## config.mk

```make
export PLATFORM = sky130hd
export DESIGN_NAME = core_mul_ext
export DESIGN_NICKNAME = d
export VERILOG_FILES = /design/src/rtl/core_mul_ext_pkg.sv /design/src/rtl/core_mul_pp.sv /design/src/rtl/core_raw_mask.sv /design/src/rtl/core_mul_ext.sv
export SDC_FILE = /design/constraint.sdc
export NUM_CORES = 2
export LEC_CHECK = 0
export CELL_PAD_IN_SITES_DETAIL_PLACEMENT = 1
export CELL_PAD_IN_SITES_GLOBAL_PLACEMENT = 1
export CORE_UTILIZATION = 40
export CTS_CLUSTER_SIZE = 20
export DETAILED_ROUTE_END_ITERATION = 16
export HOLD_SLACK_MARGIN = 0.1
export PLACE_DENSITY = 0.76
export SYNTH_ARGS = -nofsm -noshare
export SYNTH_HDL_FRONTEND = slang
export SYNTH_SLANG_ARGS = --single-unit
```

## constraint.sdc

```tcl
create_clock -name clk -period 33.9 [get_ports clk]
set_input_delay 10.17 -clock clk [delete_from_list [all_inputs] [get_ports clk]]
set_output_delay 10.17 -clock clk [all_outputs]
set_load 0.05 [all_outputs]
```

## src/rtl/core_mul_ext_pkg.sv

```systemverilog
// Shared uarch types for the extended multiplier: operand words, decode and writeback
// records, multiply modes, and the helper that spreads partial products over stages.
package core_mul_ext_pkg;

   typedef logic [31:0] word;
   typedef logic [15:0] hword;
   typedef logic [3:0]  reg_idx;

   typedef enum logic [1:0] {
      MUL_LO  = 2'd0,
      MUL_HSS = 2'd1,
      MUL_HUU = 2'd2,
      MUL_HSU = 2'd3
   } mul_op;

   localparam int MUL_EXT_MAX_STAGES = 6;

   typedef struct packed {
      reg_idx rd;
      reg_idx rs1;
      reg_idx rs2;
   } insn_data;

   typedef struct packed {
      logic [6:0] opcode;
      insn_data   data;
   } insn_decode;

   typedef struct packed {
      reg_idx rd;
      word    value;
      logic   ready;
   } wb_line;

   // Accumulation step that absorbs partial product idx when npp products are
   // spread evenly over steps register stages.
   function automatic int pp_step(input int idx, input int npp, input int steps);
      return idx / ((npp + steps - 1) / steps);
   endfunction

endpackage

```

## src/rtl/core_mul_pp.sv

```systemverilog
// LIMB x LIMB unsigned partial-product array plus high-word sign correction; combinational.
// No state and no backpressure: the caller registers the outputs.
module core_mul_pp
   import core_mul_ext_pkg::*;
#(
   parameter int LIMB = 8
) (
   input  mul_op                                                op,
   input  word                                                  a,
   input  word                                                  b,
   output logic [(32/LIMB)*(32/LIMB)-1:0][2*LIMB-1:0]           pp,
   output word                                                  corr
);

   localparam int N = 32 / LIMB;

   logic sa;
   logic sb;

   always_comb begin
      pp = '0;
      for (int i = 0; i < N; i++) begin
         for (int j = 0; j < N; j++) begin
            pp[i*N+j] = {{LIMB{1'b0}}, a[i*LIMB +: LIMB]} * {{LIMB{1'b0}}, b[j*LIMB +: LIMB]};
         end
      end
   end

   // A sign-extended operand is (x - 2^32) when its top bit is set, so the signed
   // product differs from the unsigned one only by subtracting the other operand at bit 32.
   assign sa   = a[31] && (op == MUL_HSS || op == MUL_HSU);
   assign sb   = b[31] && (op == MUL_HSS);
   assign corr = 32'd0 - (sa ? b : 32'd0) - (sb ? a : 32'd0);

endmodule

```

## src/rtl/core_raw_mask.sv

```systemverilog
// One-hot hazard mask for a single pipeline slot; combinational, no backpressure.
// x0 never produces a hazard bit.
module core_raw_mask
   import core_mul_ext_pkg::*;
(
   input  logic   vld,
   input  reg_idx rd,
   output hword   mask
);

   assign mask = (vld && rd != '0) ? (hword'(1) << rd) : '0;

endmodule

```

## src/rtl/core_mul_ext.sv

```systemverilog
// Pipelined 32x32 multiplier with LO/HSS/HUU/HSU modes; STAGES cycles issue to writeback.
// wb_stall holds the last stage and ripples back only through occupied stages; ab_stall holds issue.
module core_mul_ext
   import core_mul_ext_pkg::*;
#(
   parameter int LIMB        = 8,
   parameter int STAGES      = 4,
   parameter int OPERAND_REG = 0
) (
   input  logic       clk,
   input  logic       rst_n,
   input  insn_decode dec,
   input  logic       start,
   input  mul_op      op,
   input  word        a,
   input  word        b,
   input  logic       wb_stall,
   input  logic       flush,
   output wb_line     wb,
   output hword       raw_mask,
   output logic       ab_stall
);

   localparam int N   = 32 / LIMB;
   localparam int NPP = N * N;
   localparam int P   = 1 + OPERAND_REG;
   localparam int M   = STAGES - OPERAND_REG;

   if (STAGES < 3 || STAGES > MUL_EXT_MAX_STAGES || (32 % LIMB) != 0 ||
       OPERAND_REG < 0 || OPERAND_REG > 1) begin : g_bad_param
      $error("core_mul_ext: illegal LIMB/STAGES/OPERAND_REG combination");
   end

   logic [STAGES:1] vld_q;
   logic [STAGES:1] vin;
   logic [STAGES:1] stall;
   reg_idx          rd_q [1:STAGES];
   mul_op           op_q [1:STAGES-1];
   word             val_q;

   word                         pp_a;
   word                         pp_b;
   mul_op                       pp_op;
   logic [NPP-1:0][2*LIMB-1:0]  pp_comb;
   word                         corr_comb;

   logic [NPP-1:0][2*LIMB-1:0]  pp_q   [M-1];
   logic [63:0]                 acc_q  [M-1];
   word                         corr_q [M-1];

   logic [63:0] fin_sum;
   word         fin_val;
   hword        masks [0:STAGES];
   logic        dec_unused;

   assign dec_unused = ^{dec.opcode, dec.data.rs1, dec.data.rs2};

   assign vin = {vld_q[STAGES-1:1], start};

   // Empty stages never stall, so a bubble ahead of a held stage is filled.
   always_comb begin
      stall         = '0;
      stall[STAGES] = wb_stall && vld_q[STAGES];
      for (int s = STAGES - 1; s >= 1; s--) begin
         stall[s] = stall[s+1] && vld_q[s];
      end
   end

   assign ab_stall = start && stall[1];

   always_ff @(posedge clk or negedge rst_n) begin
      if (!rst_n) begin
         vld_q <= '0;
      end else if (flush) begin
         vld_q <= '0;
      end else begin
         for (int s = 1; s <= STAGES; s++) begin
            if (!stall[s]) vld_q[s] <= vin[s];
         end
      end
   end

   always_ff @(posedge clk) begin
      if (!stall[1]) begin
         rd_q[1] <= dec.data.rd;
         op_q[1] <= op;
      end
      for (int s = 2; s <= STAGES; s++) begin
         if (!stall[s]) rd_q[s] <= rd_q[s-1];
      end
      for (int s = 2; s < STAGES; s++) begin
         if (!stall[s]) op_q[s] <= op_q[s-1];
      end
   end

   if (OPERAND_REG != 0) begin : g_opreg
      word a_q;
      word b_q;
      always_ff @(posedge clk) begin
         if (!stall[1]) begin
            a_q <= a;
            b_q <= b;
         end
      end
      assign pp_a  = a_q;
      assign pp_b  = b_q;
      assign pp_op = op_q[1];
   end else begin : g_noreg
      assign pp_a  = a;
      assign pp_b  = b;
      assign pp_op = op;
   end

   core_mul_pp #(.LIMB(LIMB)) u_pp (
      .op   (pp_op),
      .a    (pp_a),
      .b    (pp_b),
      .pp   (pp_comb),
      .corr (corr_comb)
   );

   // Accumulation stages: each folds its share of partial products into the running sum.
   for (genvar m = 0; m < M - 1; m++) begin : g_mid
      logic [NPP-1:0][2*LIMB-1:0] pp_src;
      logic [63:0]                acc_src;
      logic [63:0]                acc_nxt;
      word                        corr_src;

      if (m == 0) begin : g_head
         assign pp_src   = pp_comb;
         assign acc_src  = '0;
         assign corr_src = corr_comb;
      end else begin : g_body
         assign pp_src   = pp_q[m-1];
         assign acc_src  = acc_q[m-1];
         assign corr_src = corr_q[m-1];
      end

      always_comb begin
         acc_nxt = acc_src;
         for (int p = 0; p < NPP; p++) begin
            if (pp_step(p, NPP, M) == m) begin
               acc_nxt = acc_nxt + (64'(pp_src[p]) << (((p / N) + (p % N)) * LIMB));
            end
         end
      end

      always_ff @(posedge clk) begin
         if (!stall[P+m]) begin
            pp_q[m]   <= pp_src;
            acc_q[m]  <= acc_nxt;
            corr_q[m] <= corr_src;
         end
      end
   end

   // Recombination: last partial products, sign correction, then word select.
   always_comb begin
      fin_sum = acc_q[M-2] + {corr_q[M-2], 32'd0};
      for (int p = 0; p < NPP; p++) begin
         if (pp_step(p, NPP, M) == M - 1) begin
            fin_sum = fin_sum + (64'(pp_q[M-2][p]) << (((p / N) + (p % N)) * LIMB));
         end
      end
      fin_val = (op_q[STAGES-1] == MUL_LO) ? fin_sum[31:0] : fin_sum[63:32];
   end

   always_ff @(posedge clk) begin
      if (!stall[STAGES]) val_q <= fin_val;
   end

   assign wb = '{rd: rd_q[STAGES], value: val_q, ready: vld_q[STAGES]};

   for (genvar s = 0; s <= STAGES; s++) begin : g_raw
      if (s == 0) begin : g_issue
         core_raw_mask u_rm (.vld(start), .rd(dec.data.rd), .mask(masks[s]));
      end else begin : g_stage
         core_raw_mask u_rm (.vld(vld_q[s]), .rd(rd_q[s]), .mask(masks[s]));
      end
   end

   always_comb begin
      raw_mask = '0;
      for (int s = 0; s <= STAGES; s++) begin
         raw_mask = raw_mask | masks[s];
      end
   end

endmodule

```

==> impl_metrics.ini <==
[logic_synthesis]
syn_inst = 6156
synth_warnings = 0
synth_edf_count = 681
syn_nets = 7734
ys_ff_latch = 685
synth_top_area_cell = edfxtp_1
yosysMostFrequentCell = inv_1
ys.flop_type = edfxtp_1
synthArstFlopShare = 0.00584
yosysTopAreaCellShare = 0.313
synth_area_mm2 = 0.0653
synthTopCellsByArea = edfxtp_1 (31%), fa_1 (21%), ha_1 (16%)
synth_cell_types = 78
syn_avg_cell_area_um2 = 10.6
ys_seq_area_frac = 0.315
yosys-top-cells-count = inv_1 (836), ha_1 (810), edfxtp_1 (681)

[floorplan]
initial_utilization = 0.405
ioPinCount = 144
die_w_um = 406
dieArea_mm2 = 0.165
coreArea_mm2 = 0.161
num_rows = 147
die_h_um = 406

[cts]
clk_pin_slew_ps = 60
cts_root_buffer = clkbuf_16
clk_path_buf_depth = 3
h-tree-depth = 3
cts_hold_buf = 0
cts_tree = yes
cts.sinks = 685
numCtsBuffers = 79
post_cts_resized = 0
cts_setup_buffers = 0
insertion_delay_ps = 670

[timing]
slew_viol_final = 0
holdWs_ps = 399
final.period_utilization = 0.675
tns_ps = 0
rsz0062_at_grt = false
clock_skew_ps = 21.8
max_freq_mhz = 43.7
fin_crit_ps = 22890
hold_viol = 0
slew_headroom = 0.279
worstMarginPinSlew_ps = 1080
setup_violations = 0

[global_route]
track_usage = 0.220
grt_max_degree = 82
grt_overflow = 0
antenna_found_initial = 13
grt_pass1_wl_um = 282000
grt_pass1_vias = 50700

[job]
maxCapViolations = 0

[setup_path]
crit_family = buffers and inverters
start_kind = input port
critPathBufInv = 3
worstPathRequired_ps = 23730
path_class = input port to primary output
cp_max_fo = 64
crit_slowest_cell = clkdlybuf4s50_1
crit_start = wb_stall
cpPeakStageDelay_ps = 830
worstPathCellList = clkdlybuf4s50_1 > and3_1 > nand3_4 > buf_4 > nor2_1 > clkdlybuf4s50_1
crit_top_cell = clkdlybuf4s50_1
endpoint_kind = primary output
arrival_ps = 12720
r2r_start = acc_q[0][161]$_DFFE_PN_

[place]
place_hpwl_um = 135000
place.gp.congestion = 0.880
port_buffers = 127

[cells_and_area]
multi_input_area_mm2 = 0.0408
ff_latch_area_mm2 = 0.0205
drive_gt1_frac = 0.0382
area_growth_pct = 9.71
fill_cells = 17700
finalNetCount = 7796
final_util = 0.444

[routing]
wl_um = 179000
vias_per_cell = 5.32
drt-initial-drc-count = 2132
first_pass_iters = 5
ant_nets = 0
wl_per_cell_um = 21.1
drcViolationCount = 0
vias = 44900

[power]
irDropWorstVdd_mv = 0.0902
power_density_mw_per_mm2 = 106
cellLeakagePower_nw = 33.0

[hold_path]
hold_path.class = register to register
min-delay-start = pp_q[0][132]$_DFFE_PN_

[outcome]
status = finished clean
## routing by layer
metal,routed length [µm],share of wire,track usage,vias up
li1,-,-,-,20600
met1,76300,0.43,0.274,23200
met2,90400,0.51,0.400,917
met3,6800,0.038,0.0215,278
met4,5130,0.029,0.0687,4
met5,34,0.00019,0,-
## metrics by stage
| stage | power [W] | cell area (µm²) | std cells | setup slack, ps |
|---|---|---|---|---|
| after detailed placement | 0.00670 | 69000 | 8297 | 11030 |
| after global placement | 0.00648 | 69000 | 8297 | 11060 |
| after CTS | 0.00761 | 71600 | 8444 | 11010 |
| final | 0.00756 | 71600 | 8453 | 11010 |
| after global routing | 0.00813 | 71600 | 8444 | 10880 |
| after floorplan | 0.00508 | 65300 | 6156 | 3410 |
## area by class of cell
cell class	count	share of cell area
inverters	836	0.0439
multi-input cells	4413	0.569
well taps	2160	0.0377
flip-flops and latches	685	0.287
repair buffers	203	0.0257
clock inverters	61	0.00811
clock buffers	86	0.0280
diodes	9	0.000315
## cell usage in the layout (no fill, tap or decap), drive strengths merged, types with 8 or more instances in the layout
cell type      instances
inv                  849
ha                   810
edfxtp               681
fa                   678
and2                 627
nand2                625
a21oi                238
nor2                 232
xnor2                229
o21ai                144
clkdlybuf4s50        127
a21o                  98
xor2                  93
clkbuf                86
buf                   76
nand3                 74
nor3                  59
nor2b                 46
o21bai                40
clkinv                38
nand2b                33
and3                  33
o21a                  31
a211oi                29
a31oi                 29
a21boi                26
nand4                 25
o2111ai               19
or3                   18
or2                   17
o31ai                 14
a22oi                 12
o211ai                11
diode                  9
nor3b                  8
o22ai                  8
a41o                   8
## kinds of logic after synthesis
kind of cell    synth area share
buf+inv                   0.0610
xor+xnor                  0.0432
compound gates            0.0776
other cells            0.0000575
fa+ha+maj                  0.363
simple gates               0.140
flops                      0.315
mux                     0.000153
## sequential cells by signal (all words and copies together) (netlist names)
name	count
val_q	32
pp_q	392
rd_q	16
op_q	6
acc_q	139
vld_q	4
corr_q	96
## final timing paths
check | end | slack [ps] | cells after the start
setup / recovery | ab_stall | 11010 | 6
hold / removal | pp_q[0][388]$_DFFE_PN_ | 400 | 0
setup reg to reg | val_q[30]$_DFFE_PN_ | 29290 | 11
hold reg to reg | pp_q[0][388]$_DFFE_PN_ | 400 | 0
max in group asynchronous | vld_q[4]$_DFFE_PN0P_ | 24000 | 1
min in group asynchronous | vld_q[3]$_DFFE_PN0P_ | 9730 | 1
## power by group
part	internal [W]	switching (W)	total, W
registers	0.00156	0.000182	0.00174
clock network	0.000477	0.000379	0.000856
logic	0.00193	0.00304	0.00497
total	0.00396	0.00360	0.00756
Power figures use the tool's default switching activity.
